<file path="config.mk">
export PLATFORM = sky130hd
export DESIGN_NAME = rct_bist_driver
export DESIGN_NICKNAME = d
export VERILOG_FILES = /design/src/rtl/rct_bist_driver_pkg.sv /design/src/rtl/rct_bist_driver.sv
export SDC_FILE = /design/constraint.sdc
export NUM_CORES = 1
export LEC_CHECK = 0
export ABC_AREA = 0
export BUFFER_PORTS_ARGS = -buffer_cell sky130_fd_sc_hd__buf_2
export CORE_ASPECT_RATIO = 0.8
export CORE_MARGIN = 10
export CORE_UTILIZATION = 47
export CTS_CLUSTER_SIZE = 16
export DETAILED_ROUTE_END_ITERATION = 12
export PLACE_DENSITY = 0.68
export SLEW_MARGIN = 40
export SYNTH_ARGS = -nofsm -noshare
export SYNTH_HDL_FRONTEND = slang
export SYNTH_SLANG_ARGS = --single-unit
</file>
<file path="constraint.sdc">
create_clock -name clk -period 6.75 [get_ports clk]
set_input_delay 0.3375 -clock clk [delete_from_list [all_inputs] [get_ports clk]]
set_output_delay 0.3375 -clock clk [all_outputs]
set_load 0.02 [all_outputs]
</file>
<file path="src/rtl/rct_bist_driver_pkg.sv">
// Shared TRNG health-test definitions: BIST driver states, expected
// failure-count rule for the repetition count test, and configuration check.
package rct_bist_driver_pkg;

   typedef enum logic [2:0] {
      ST_IDLE   = 3'd0,
      ST_PRIME0 = 3'd1,
      ST_PRIME1 = 3'd2,
      ST_RUN    = 3'd3,
      ST_BREAK  = 3'd4,
      ST_CHECK  = 3'd5
   } bist_state_e;

   // Cycles the RCT holds failure high across a run of len equal bits
   // followed by one differing bit.
   function automatic int unsigned rct_expected(input int unsigned len,
                                                input int unsigned cutoff);
      return (len >= cutoff + 1) ? (len - cutoff) : 0;
   endfunction

   function automatic logic rct_cfg_legal(input int unsigned cutoff,
                                          input int unsigned run_w);
      return (cutoff + 1) <= ((32'd1 << run_w) - 1);
   endfunction

endpackage

</file>
<file path="src/rtl/rct_bist_driver.sv">
// Self-test stimulus generator for the repetition count health test: drives a
// primed run of zeros into the RCT and grades the failure pulses it returns.
module rct_bist_driver
   import rct_bist_driver_pkg::*;
#(
   parameter int unsigned CUTOFF = 10,
   parameter int unsigned RUN_W  = 5
) (
   input  logic             clk,
   input  logic             rst,
   input  logic             start_i,
   input  logic [RUN_W-1:0] run_len_i,
   input  logic             failure_in_i,
   output logic             bit_out_o,
   output logic             busy_o,
   output logic             done_o,
   output logic             pass_o,
   output logic [RUN_W-1:0] fail_cycles_o,
   output logic [2:0]       state_o
);

   if (!rct_cfg_legal(CUTOFF, RUN_W)) begin : g_bad_cfg
      $error("rct_bist_driver: CUTOFF+1 must not exceed 2^RUN_W-1");
   end

   bist_state_e      state_q, state_d;
   logic [RUN_W-1:0] len_q, len_d;
   logic [RUN_W-1:0] run_cnt_q, run_cnt_d;
   logic [RUN_W-1:0] fail_q, fail_d;
   logic             pass_q, pass_d;
   logic             bit_q, bit_d;
   logic             busy_q, busy_d;
   logic             done_q, done_d;
   logic [RUN_W-1:0] expect_w;

   always_ff @(posedge clk or posedge rst) begin
      if (rst) begin
         state_q   <= ST_IDLE;
         len_q     <= '0;
         run_cnt_q <= '0;
         fail_q    <= '0;
         pass_q    <= 1'b0;
         bit_q     <= 1'b0;
         busy_q    <= 1'b0;
         done_q    <= 1'b0;
      end else begin
         state_q   <= state_d;
         len_q     <= len_d;
         run_cnt_q <= run_cnt_d;
         fail_q    <= fail_d;
         pass_q    <= pass_d;
         bit_q     <= bit_d;
         busy_q    <= busy_d;
         done_q    <= done_d;
      end
   end

   always_comb begin
      state_d   = state_q;
      len_d     = len_q;
      run_cnt_d = run_cnt_q;
      fail_d    = fail_q;
      pass_d    = pass_q;
      expect_w  = RUN_W'(rct_expected(32'(len_q), CUTOFF));

      // failure_in is only counted inside the RUN + BREAK window.
      if ((state_q == ST_RUN || state_q == ST_BREAK) && failure_in_i && (fail_q != '1)) begin
         fail_d = fail_q + RUN_W'(1);
      end

      case (state_q)
         ST_IDLE: begin
            if (start_i) begin
               len_d     = (run_len_i == '0) ? RUN_W'(1) : run_len_i;
               run_cnt_d = (run_len_i == '0) ? RUN_W'(1) : run_len_i;
               fail_d    = '0;
               pass_d    = 1'b0;
               state_d   = ST_PRIME0;
            end
         end
         ST_PRIME0: state_d = ST_PRIME1;
         ST_PRIME1: state_d = ST_RUN;
         ST_RUN: begin
            if (run_cnt_q == RUN_W'(1)) begin
               state_d = ST_BREAK;
            end else begin
               run_cnt_d = run_cnt_q - RUN_W'(1);
            end
         end
         ST_BREAK: begin
            pass_d  = (fail_d == expect_w);
            state_d = ST_CHECK;
         end
         ST_CHECK: state_d = ST_IDLE;
         default:  state_d = ST_IDLE;
      endcase

      // Outputs are registered from the state being entered.
      case (state_d)
         ST_IDLE:   bit_d = ~bit_q;
         ST_PRIME1: bit_d = 1'b1;
         ST_BREAK:  bit_d = 1'b1;
         default:   bit_d = 1'b0;
      endcase
      busy_d = (state_d != ST_IDLE);
      done_d = (state_d == ST_CHECK);
   end

   assign bit_out_o     = bit_q;
   assign busy_o        = busy_q;
   assign done_o        = done_q;
   assign pass_o        = pass_q;
   assign fail_cycles_o = fail_q;
   assign state_o       = state_q;

endmodule

</file>
==> results by group, run 1 <==
Synth
  • Synth unique cells: 38
  • Post-Synth Adder-Cell Area: 5.73%
  • Multiplexer share of the synthesized area: 4.87%
  • Yosys reg bits: 22
  • Most common cell in the netlist: dfrtp_1
  • Post-Synth XOR/XNOR Area: 6.02%
  • Syn_area_per_cell: 9.16 sq um
  • Syn nets: 158
  • Compound-gate portion of the synthesized area: 18.6%
  • Sequential fraction of the synthesis area: 42.0%
  • Number of synthesized flops with an enable pin: 0
  • Post-synthesis cell count: 143
  • Main combinational cell family by area after synthesis: compound AO/OA/AOI/OAI gates
  • Post-synth ARST share: 100%
  • Post-synth top cells: dfrtp_1 (22), nor2_1 (19), o21ai_0 (14), nand2_1 (11), inv_1 (9)
  • Post-synth top area share: 42.0%
  • Area contributors post-synth: dfrtp_1 (42%), ha_1 (5.7%), nor2_1 (5.4%)
  • Post-Synth Simple-Gate Area: 18.5%
  • Primary FF master, synth: dfrtp_1
  • Synth Cell Area: 1310 sq um
  • Syn. warnings: 0
  • Yosys top cell by area: dfrtp_1

Route
  • Post-route DRC violation count: 0
  • Via/cell ratio: 5.31
  • Routed Antenna Nets: 0
  • Met2 wire len: 1.34 mm
  • DR iter-0 viols: 82
  • Drt first pass iters: 7
  • Final WL: 2.79 mm
  • Met1 wire length: 1.24 mm
  • Routed WL per cell: 13.8 um
  • Met3 WL: 197 um
  • DR vias: 1073
  • Uppermost routed layer: met4

Die
  • Initial Util: 48.1%
  • Die ar.: 5310 sq um
  • Die W: 79.0 um
  • Boundary pin count: 21
  • Core Box Area: 2720 sq um
  • Die Ht: 67.2 um
  • Row cnt: 17

Status
  • Status: complete, no violations

Timing
  • Slew margin rel.: 64.2%
  • Clock Skew: 0.0143 ns
  • Slew @ Worst Pin: 0.537 ns
  • Endpoints failing hold: 0
  • TNS Setup: 0 ns
  • Max Freq: 421 MHz
  • RSZ-0062 raised after global routing: false
  • Final Max Tran Viols: 0
  • Fin worst setup slack: 4.37 ns
  • Final Critical Period: 2.38 ns
  • Final period util: 35.2%
  • # setup viols final: 0

Global routing
  • Overall Global Routing Usage: 11.1%
  • First-pass GRT wire length: 4.77 mm
  • Largest net degree at the start of global routing: 23
  • Initial antenna violation count: 0
  • GRT overflow: 0
  • Vias in the first global route: 1065

Clocking
  • CTS Sinks: 22
  • Total CTS buffers: 3
  • Post-CTS setup buffer count: 0
  • Root Driver: clkbuf_4
  • Skew-Pair Late Insertion Delay: 0.31 ns
  • H-Tree Depth: 1
  • CTS tree: yes
  • PostCTS Resize Cnt: 0
  • CTS clock-pin slew for the worst setup and hold paths: 0.13 ns
  • Bufs on Longest Clock Path: 2
  • Hold_buf cts: 0

Setup path
  • Kind of critical path: flop to flop
  • Crit path from: fail_cycles_o[0]
  • CP cell instances: ha_1, and3_1, ha_1, nor2b_1, o211ai_2, xor2_1, xor2_1, nand2_1, o41ai_2
  • Crit path max-delay family: simple AND/OR/NAND/NOR gates
  • CP Capture Type: flop
  • CP arrival: 2.60 ns
  • Critical-path top delay cell: dfrtp_1
  • Critical Path RT: 6.98 ns
  • CP max FO: 5
  • Worst setup SP type: flop
  • Reg-to-Reg Start: fail_cycles_o[0]
  • Critical Path Max Stage Delay: 0.46 ns
  • CP bufs+invs: 0

Layout
  • # diodes: 0
  • Final Instance Area: 1500 sq um
  • Area growth from synthesis to layout: 14.5%
  • Post-layout nets: 180
  • Layout cell share with drive strength beyond 1: 23.8%

Place
  • Post-place setup slack: 4.38 ns
  • IO Port Bufs: 20
  • RePlAce Congestion: 0.807
  • Dpl hpwl: 2.17 mm
  • DP Area: 1450 sq um

Pwr
  • P per Cell Area: 486 nW/um^2
  • LEAKAGE: 0.735 nW
  • Peak supply drop: 239 uV

Hold path
  • Min-Delay Path Class: primary input to async pin

Job
  • Max-cap violations: 0
## through the flow
step / total power [mW] / util (%) / hold WS, ns / std cells
4_1_cts: 0.737 / 55.1 / 0.0250 / 202
6_report: 0.729 / 55.1 / 0.0135 / 202
3_3_place_gp: 0.623 / 53.2 / 0.429 / 198
5_1_grt: 0.804 / 55.1 / 0.0301 / 202
3_5_place_dp: 0.633 / 53.2 / 0.384 / 198
2_1_floorplan: 0.542 / - / 0.327 / 143
## routing by layer
layer	up-vias	track usage, %
met4	0	2.46
met3	2	4.24
met1	507	12.7
met2	27	19.4
met5	-	0
li1	537	-
## kinds of logic (layout without fill, tap and decap cells)
group / after synthesis / after routing
AO/OA/AOI/OAI: 37 / 37
XOR/XNOR: 9 / 9
adder cells (fa/ha/maj): 6 / 6
buffers and inverters: 14 / 35
flip-flops: 22 / 22
multiplexers: 6 / 6
AND/OR/NAND/NOR: 49 / 49
## placed cells by master (no fill, tap or decap), types with 2 or more instances in the layout
cell type and instances:
clkbuf_4 3, o211ai_2 2, a211oi_1 4, a21oi_1 8, mux2_2 3, o21ai_0 14, nor2_1 19, inv_1 8
nor3_1 4, inv_2 2, mux2i_1 3, nand2_1 11, dfrtp_1 22, ha_1 6, nand3b_1 2, xor2_1 7
and3_1 3, xnor2_1 2, buf_2 20
## flip-flops by register name (all words and copies together) (netlist names)
register and flops:
bit_out_o 1, busy_o 1, done_o 1, fail_cycles_o 5, len_q 5, pass_o 1, run_cnt_q 5, state_o 3
## where the power goes
group	internal, mW	total, mW	switching (mW)
clock network	0.0600	0.101	0.0410
logic	0.154	0.373	0.219
registers	0.188	0.256	0.0678
total	0.402	0.729	0.328
## worst reg2reg max path, stage by stage, from the launching register on
cell and delay (ns):
dfrtp_1 0.46, ha_1 0.25, and3_1 0.19, ha_1 0.18
nor2b_1 0.33, o211ai_2 0.16, xor2_1 0.28, xor2_1 0.17
nand2_1 0.09, o41ai_2 0.20
## worst paths after layout
| kind | cells after the start | slack [ns] | endpoint |
|---|---|---|---|
| max in group asynchronous | 2 | 6.40 | fail_cycles_o[4] |
| min in group clk | 3 | 0.28 | len_q[0] |
| worst max-delay path | 9 | 4.37 | pass_o |
| worst min-delay path | 2 | 0.01 | bit_out_o |
| worst max register to register | 9 | 4.37 | pass_o |
| worst min register to register | 1 | 0.45 | bit_out_o |
## area by class of cell
cell class                      count  area (sq um)
Clock buffer                        3          22.5
Clock inverter                      1          30.0
Fill cell                         271          1220
Inverter                           10          37.5
Multi-Input combinational cell    107           704
Sequential cell                    22           551
Tap cell                           38          47.5
Timing Repair Buffer               21           108
(Power assumes the default switching activity.)
==> run 2, diff against run 1 <==
==> constraint.sdc (replaced) <==
create_clock -name clk -period 2.5 [get_ports clk]
set_input_delay 0.125 -clock clk [delete_from_list [all_inputs] [get_ports clk]]
set_output_delay 0.125 -clock clk [all_outputs]
set_load 0.02 [all_outputs]
==> results by group, run 2 (synthesized netlist as in run 1, its figures left out) <==
Route
  • Final WL: 2.89 mm
  • DR vias: 1089
  • Post-route DRC violation count: 0
  • Drt first pass iters: 4
  • Via/cell ratio: 5.39
  • Routed WL per cell: 14.3 um
  • Routed Antenna Nets: 0
  • DR iter-0 viols: 76

Timing
  • Clock Skew: 0.00274 ns
  • Slew margin rel.: 63.6%
  • Final period util: 91.0%
  • Final Max Tran Viols: 0
  • TNS Setup: 0 ns
  • Max Freq: 439 MHz
  • Slew @ Worst Pin: 0.546 ns
  • # setup viols final: 0
  • Final Critical Period: 2.28 ns
  • RSZ-0062 raised after global routing: false
  • Endpoints failing hold: 0
  • Fin worst setup slack: 0.225 ns

Layout
  • Util after Layout: 54.5%
  • Most frequent cells in the layout: dfrtp_1 (22), buf_2 (20), nor2_1 (19)
  • Layout cell share with drive strength beyond 1: 23.8%
  • Final std cells w/o fill: 202
  • Area growth from synthesis to layout: 13.2%
  • # diodes: 0
  • Commonest non-fill, non-tap cell in the layout: dfrtp_1
  • Post-layout nets: 181

Die
  • Initial Util: 48.1%
  • Core Box Area: 2720 sq um
  • Die ar.: 5310 sq um
  • Row cnt: 17
  • Boundary pin count: 21
  • Die Ht: 67.2 um
  • Die W: 79.0 um

Pwr
  • P per Cell Area: 1250 nW/um^2
  • Total Power: 1.86 mW
  • LEAKAGE: 0.726 nW
  • Peak supply drop: 617 uV

Place
  • RePlAce Congestion: 0.820
  • Placed cells: 198
  • Dpl hpwl: 2.18 mm
  • IO Port Bufs: 20
  • Post-place setup slack: 0.143 ns

Setup path
  • CP Capture Type: flop
  • CP max FO: 5
  • Worst setup SP type: flop
  • CP arrival: 2.49 ns
  • Critical Path RT: 2.72 ns
  • Kind of critical path: flop to flop

Global routing
  • First-pass GRT wire length: 5.03 mm
  • Initial antenna violation count: 0
  • Largest net degree at the start of global routing: 23
  • Overall Global Routing Usage: 11.7%
  • GRT overflow: 0
  • Vias in the first global route: 1091

Clocking
  • CTS tree: yes
  • H-Tree Depth: 1
  • Total CTS buffers: 3
  • CTS clock-pin slew for the worst setup and hold paths: 0.11 ns
  • Bufs on Longest Clock Path: 2
  • Skew-Pair Late Insertion Delay: 0.30 ns
  • Root Driver: clkbuf_4
  • Post-CTS setup buffer count: 0
  • CTS Sinks: 22

Hold path
  • Min-Delay Path Class: primary input to flop

Status
  • Status: complete, no violations

Job
  • Max-cap violations: 0
==> run 2: cell types whose count changed in the layout (fill, tap and decap cells not counted), sizes merged <==
cell / change
bufinv: -1
dlygate4sd3: +1
==> run 2: final cells by class <==
| class | count | area, sq um |
|---|---|---|
| well taps | 38 | 47.5 |
| fillers | 284 | 1240 |
| clock buffers | 3 | 22.5 |
| inverters | 10 | 37.5 |
| repair buffers | 22 | 118 |
| flip-flops and latches | 22 | 551 |
| multi-input cells | 107 | 707 |
==> run 2: stage by stage <==
stage	hold slack (ns)	cell area, sq um
final	0.0748	1480
after global routing	0.0698	1480
after CTS	0.0651	1480
after detailed placement	0.176	1450
after global placement	0.331	1450
after floorplan	0.114	1310
==> run 2: routing by layer <==
layer	part of all wire (%)	vias to the layer above	global-route usage (%)	wire length, um
met5	0	-	0	0
met4	0.42	0	2.68	12
met3	4.4	2	4.24	127
met2	48	18	19.7	1380
met1	47	534	14.1	1360
li1	-	535	-	-
==> run 2: final timing paths <==
| kind | cells past startpoint | endpoint | slack, ns | start |
|---|---|---|---|---|
| min | 3 | len_q[2] | 0.07 | run_len_i[2] |
| max | 9 | pass_o | 0.22 | fail_cycles_o[0] |
| max in group asynchronous | 3 | len_q[0] | 1.80 | rst |
| min in group asynchronous | 3 | run_cnt_q[3] | 0.38 | rst |
| min reg2reg | 1 | bit_out_o | 0.45 | bit_out_o |
| max reg2reg | 9 | pass_o | 0.22 | fail_cycles_o[0] |
==> run 2: what timing repair did <==
| action | 4_1_cts | 5_1_grt |
|---|---|---|
| resized for setup | 0 | 1 |
| hold buffers | 1 | 0 |
| hold endpoints to repair | 22 | 0 |
| endpoints found under the setup margin | 0 | 1 |
==> run 2: worst max-delay path, cell delays in order, from the launching register on <==
cell	delay [ns]
dfrtp_1	0.46
ha_1	0.25
and3_1	0.19
ha_1	0.20
nor2b_2	0.22
o211ai_2	0.13
xor2_1	0.27
xor2_1	0.20
nand2_1	0.09
o41ai_2	0.19
==> run 2: report_power, final <==
part | switching, mW | leakage (nW) | total (mW) | internal, mW
combinational | 0.593 | 0.446 | 1.01 | 0.418
clock | 0.101 | 0.0138 | 0.158 | 0.0563
sequential | 0.185 | 0.266 | 0.692 | 0.507
==> run 3, diff against run 2 <==
--- a/config.mk
+++ b/config.mk
@@ -12,6 +12,7 @@
 export CORE_UTILIZATION = 47
 export CTS_CLUSTER_SIZE = 16
 export DETAILED_ROUTE_END_ITERATION = 12
+export MAX_ROUTING_LAYER = met4
 export PLACE_DENSITY = 0.68
 export SLEW_MARGIN = 40
 export SYNTH_ARGS = -nofsm -noshare
==> results by group, run 3 (synthesized netlist as in run 1, its figures left out) <==
Clocking
  • CTS Sinks: 22
  • CTS clock-pin slew for the worst setup and hold paths: 0.11 ns
  • Post-CTS setup buffer count: 0
  • CTS tree: yes
  • Total CTS buffers: 3
  • H-Tree Depth: 1
  • Root Driver: clkbuf_4
  • Bufs on Longest Clock Path: 2
  • Skew-Pair Late Insertion Delay: 0.30 ns

Die
  • Die Ht: 67.2 um
  • Initial Util: 48.1%
  • Die ar.: 5310 sq um
  • Boundary pin count: 21
  • Die W: 79.0 um
  • Row cnt: 17
  • Core Box Area: 2720 sq um

Global routing
  • First-pass GRT wire length: 5.04 mm
  • GRT overflow: 0
  • Initial antenna violation count: 0
  • Vias in the first global route: 1089
  • Largest net degree at the start of global routing: 23
  • Overall Global Routing Usage: 12.1%

Layout
  • Multi-input logic area: 707 sq um
  • Post-layout nets: 181
  • Util after Layout: 54.5%
  • Layout cell share with drive strength beyond 1: 23.8%
  • Most frequent cells in the layout: dfrtp_1 (22), buf_2 (20), nor2_1 (19)
  • Commonest non-fill, non-tap cell in the layout: dfrtp_1
  • Fill cells: 284
  • # diodes: 0
  • Area growth from synthesis to layout: 13.2%
  • Sequential cell area: 551 sq um

Timing
  • Max Freq: 439 MHz
  • Endpoints failing hold: 0
  • # setup viols final: 0
  • Slew @ Worst Pin: 0.546 ns
  • TNS Setup: 0 ns
  • RSZ-0062 raised after global routing: false
  • Clock Skew: 0.00270 ns
  • Slew margin rel.: 63.6%
  • Final Max Tran Viols: 0
  • Final Critical Period: 2.28 ns
  • Final period util: 91.0%

Route
  • Uppermost routed layer: met4
  • Routed WL per cell: 14.3 um
  • Met1 wire length: 1.36 mm
  • Final WL: 2.88 mm
  • Routed Antenna Nets: 0
  • Post-route DRC violation count: 0
  • DR vias: 1088
  • Drt first pass iters: 4
  • Via/cell ratio: 5.39
  • DR iter-0 viols: 76
  • Met2 wire len: 1.38 mm
  • Met3 WL: 127 um

Setup path
  • Worst setup SP type: flop
  • CP arrival: 2.49 ns
  • CP Capture Type: flop
  • CP max FO: 5
  • Critical Path RT: 2.72 ns
  • Kind of critical path: flop to flop

Hold path
  • Min-Delay Path Class: primary input to flop

Place
  • IO Port Bufs: 20
  • RePlAce Congestion: 0.832
  • Dpl hpwl: 2.18 mm

Pwr
  • Peak supply drop: 617 uV
  • P per Cell Area: 1250 nW/um^2
  • LEAKAGE: 0.726 nW
  • Net Switching: 0.879 mW
  • Internal power: 0.982 mW
  • Clock Power Share: 8.5%
  • Gate power share: 54.3%
  • Sequential share of power: 37.2%
  • Sw frac: 47.2%

Job
  • Max-cap violations: 0

Status
  • Status: complete, no violations
==> run 3: cell counts in the layout (fill, tap and decap cells not counted) <==
Identical to the previous run, type by type.
==> run 3: per-stage QoR <==
| step | setup WS, ns | instance area [sq um] | instances | hold slack (ns) | power [mW] |
|---|---|---|---|---|---|
| global placement | 0.254 | 1450 | 198 | 0.331 | 1.68 |
| detailed placement | 0.143 | 1450 | 198 | 0.176 | 1.71 |
| CTS | 0.113 | 1480 | 202 | 0.0651 | 1.87 |
| finish | 0.225 | 1480 | 202 | 0.0748 | 1.86 |
| global route | 0.0463 | 1480 | 202 | 0.0698 | 2.06 |
| floorplan | 0.251 | 1310 | 143 | 0.114 | 1.46 |
==> run 3: routing by layer <==
metal / global-route usage [%] / up-vias
li1: - / 535
met1: 14.2 / 533
met2: 19.7 / 18
met3: 4.24 / 2
met4: 2.68 / 0
met5: - / -
==> run 3: power by group through the flow <==
| stage | combinational (mW) | clock [mW] | sequential (mW) |
|---|---|---|---|
| CTS | 1.02 | 0.166 | 0.688 |
| global route | 1.15 | 0.181 | 0.723 |
| floorplan | 0.737 | 0 | 0.727 |
| finish | 1.01 | 0.157 | 0.692 |
| detailed placement | 1.02 | 0 | 0.692 |
| global placement | 0.992 | 0 | 0.683 |
==> run 3: final timing paths <==
kind                                     end  cells after the start             start  slack, ns
worst max register to register        pass_o                      9  fail_cycles_o[0]       0.22
worst min register to register     bit_out_o                      1         bit_out_o       0.45
min in group asynchronous       run_cnt_q[3]                      3               rst       0.38
worst min-delay path                len_q[2]                      3      run_len_i[2]       0.07
max in group asynchronous           len_q[0]                      3               rst       1.80
worst max-delay path                  pass_o                      9  fail_cycles_o[0]       0.22
==> run 3: repair_timing <==
item	4_1_cts	5_1_grt
hold endpoints to repair	22	0
setup endpoints to repair	0	1
resized for setup	0	1
hold buffers	1	0
==> run 3: worst max-delay path: stages, from the launching register on <==
cell and delay, ns:
dfrtp_1 0.46, ha_1 0.25, and3_1 0.19, ha_1 0.20, nor2b_2 0.22, o211ai_2 0.13
xor2_1 0.27, xor2_1 0.20, nand2_1 0.09, o41ai_2 0.19
==> run 3: area by class of cell <==
class | instances | share of cell area (%)
Clock buffer | 3 | 1.52
Sequential cell | 22 | 37.1
Timing Repair Buffer | 22 | 7.93
Inverter | 10 | 2.53
Tap cell | 38 | 3.21
Multi-Input combinational cell | 107 | 47.7
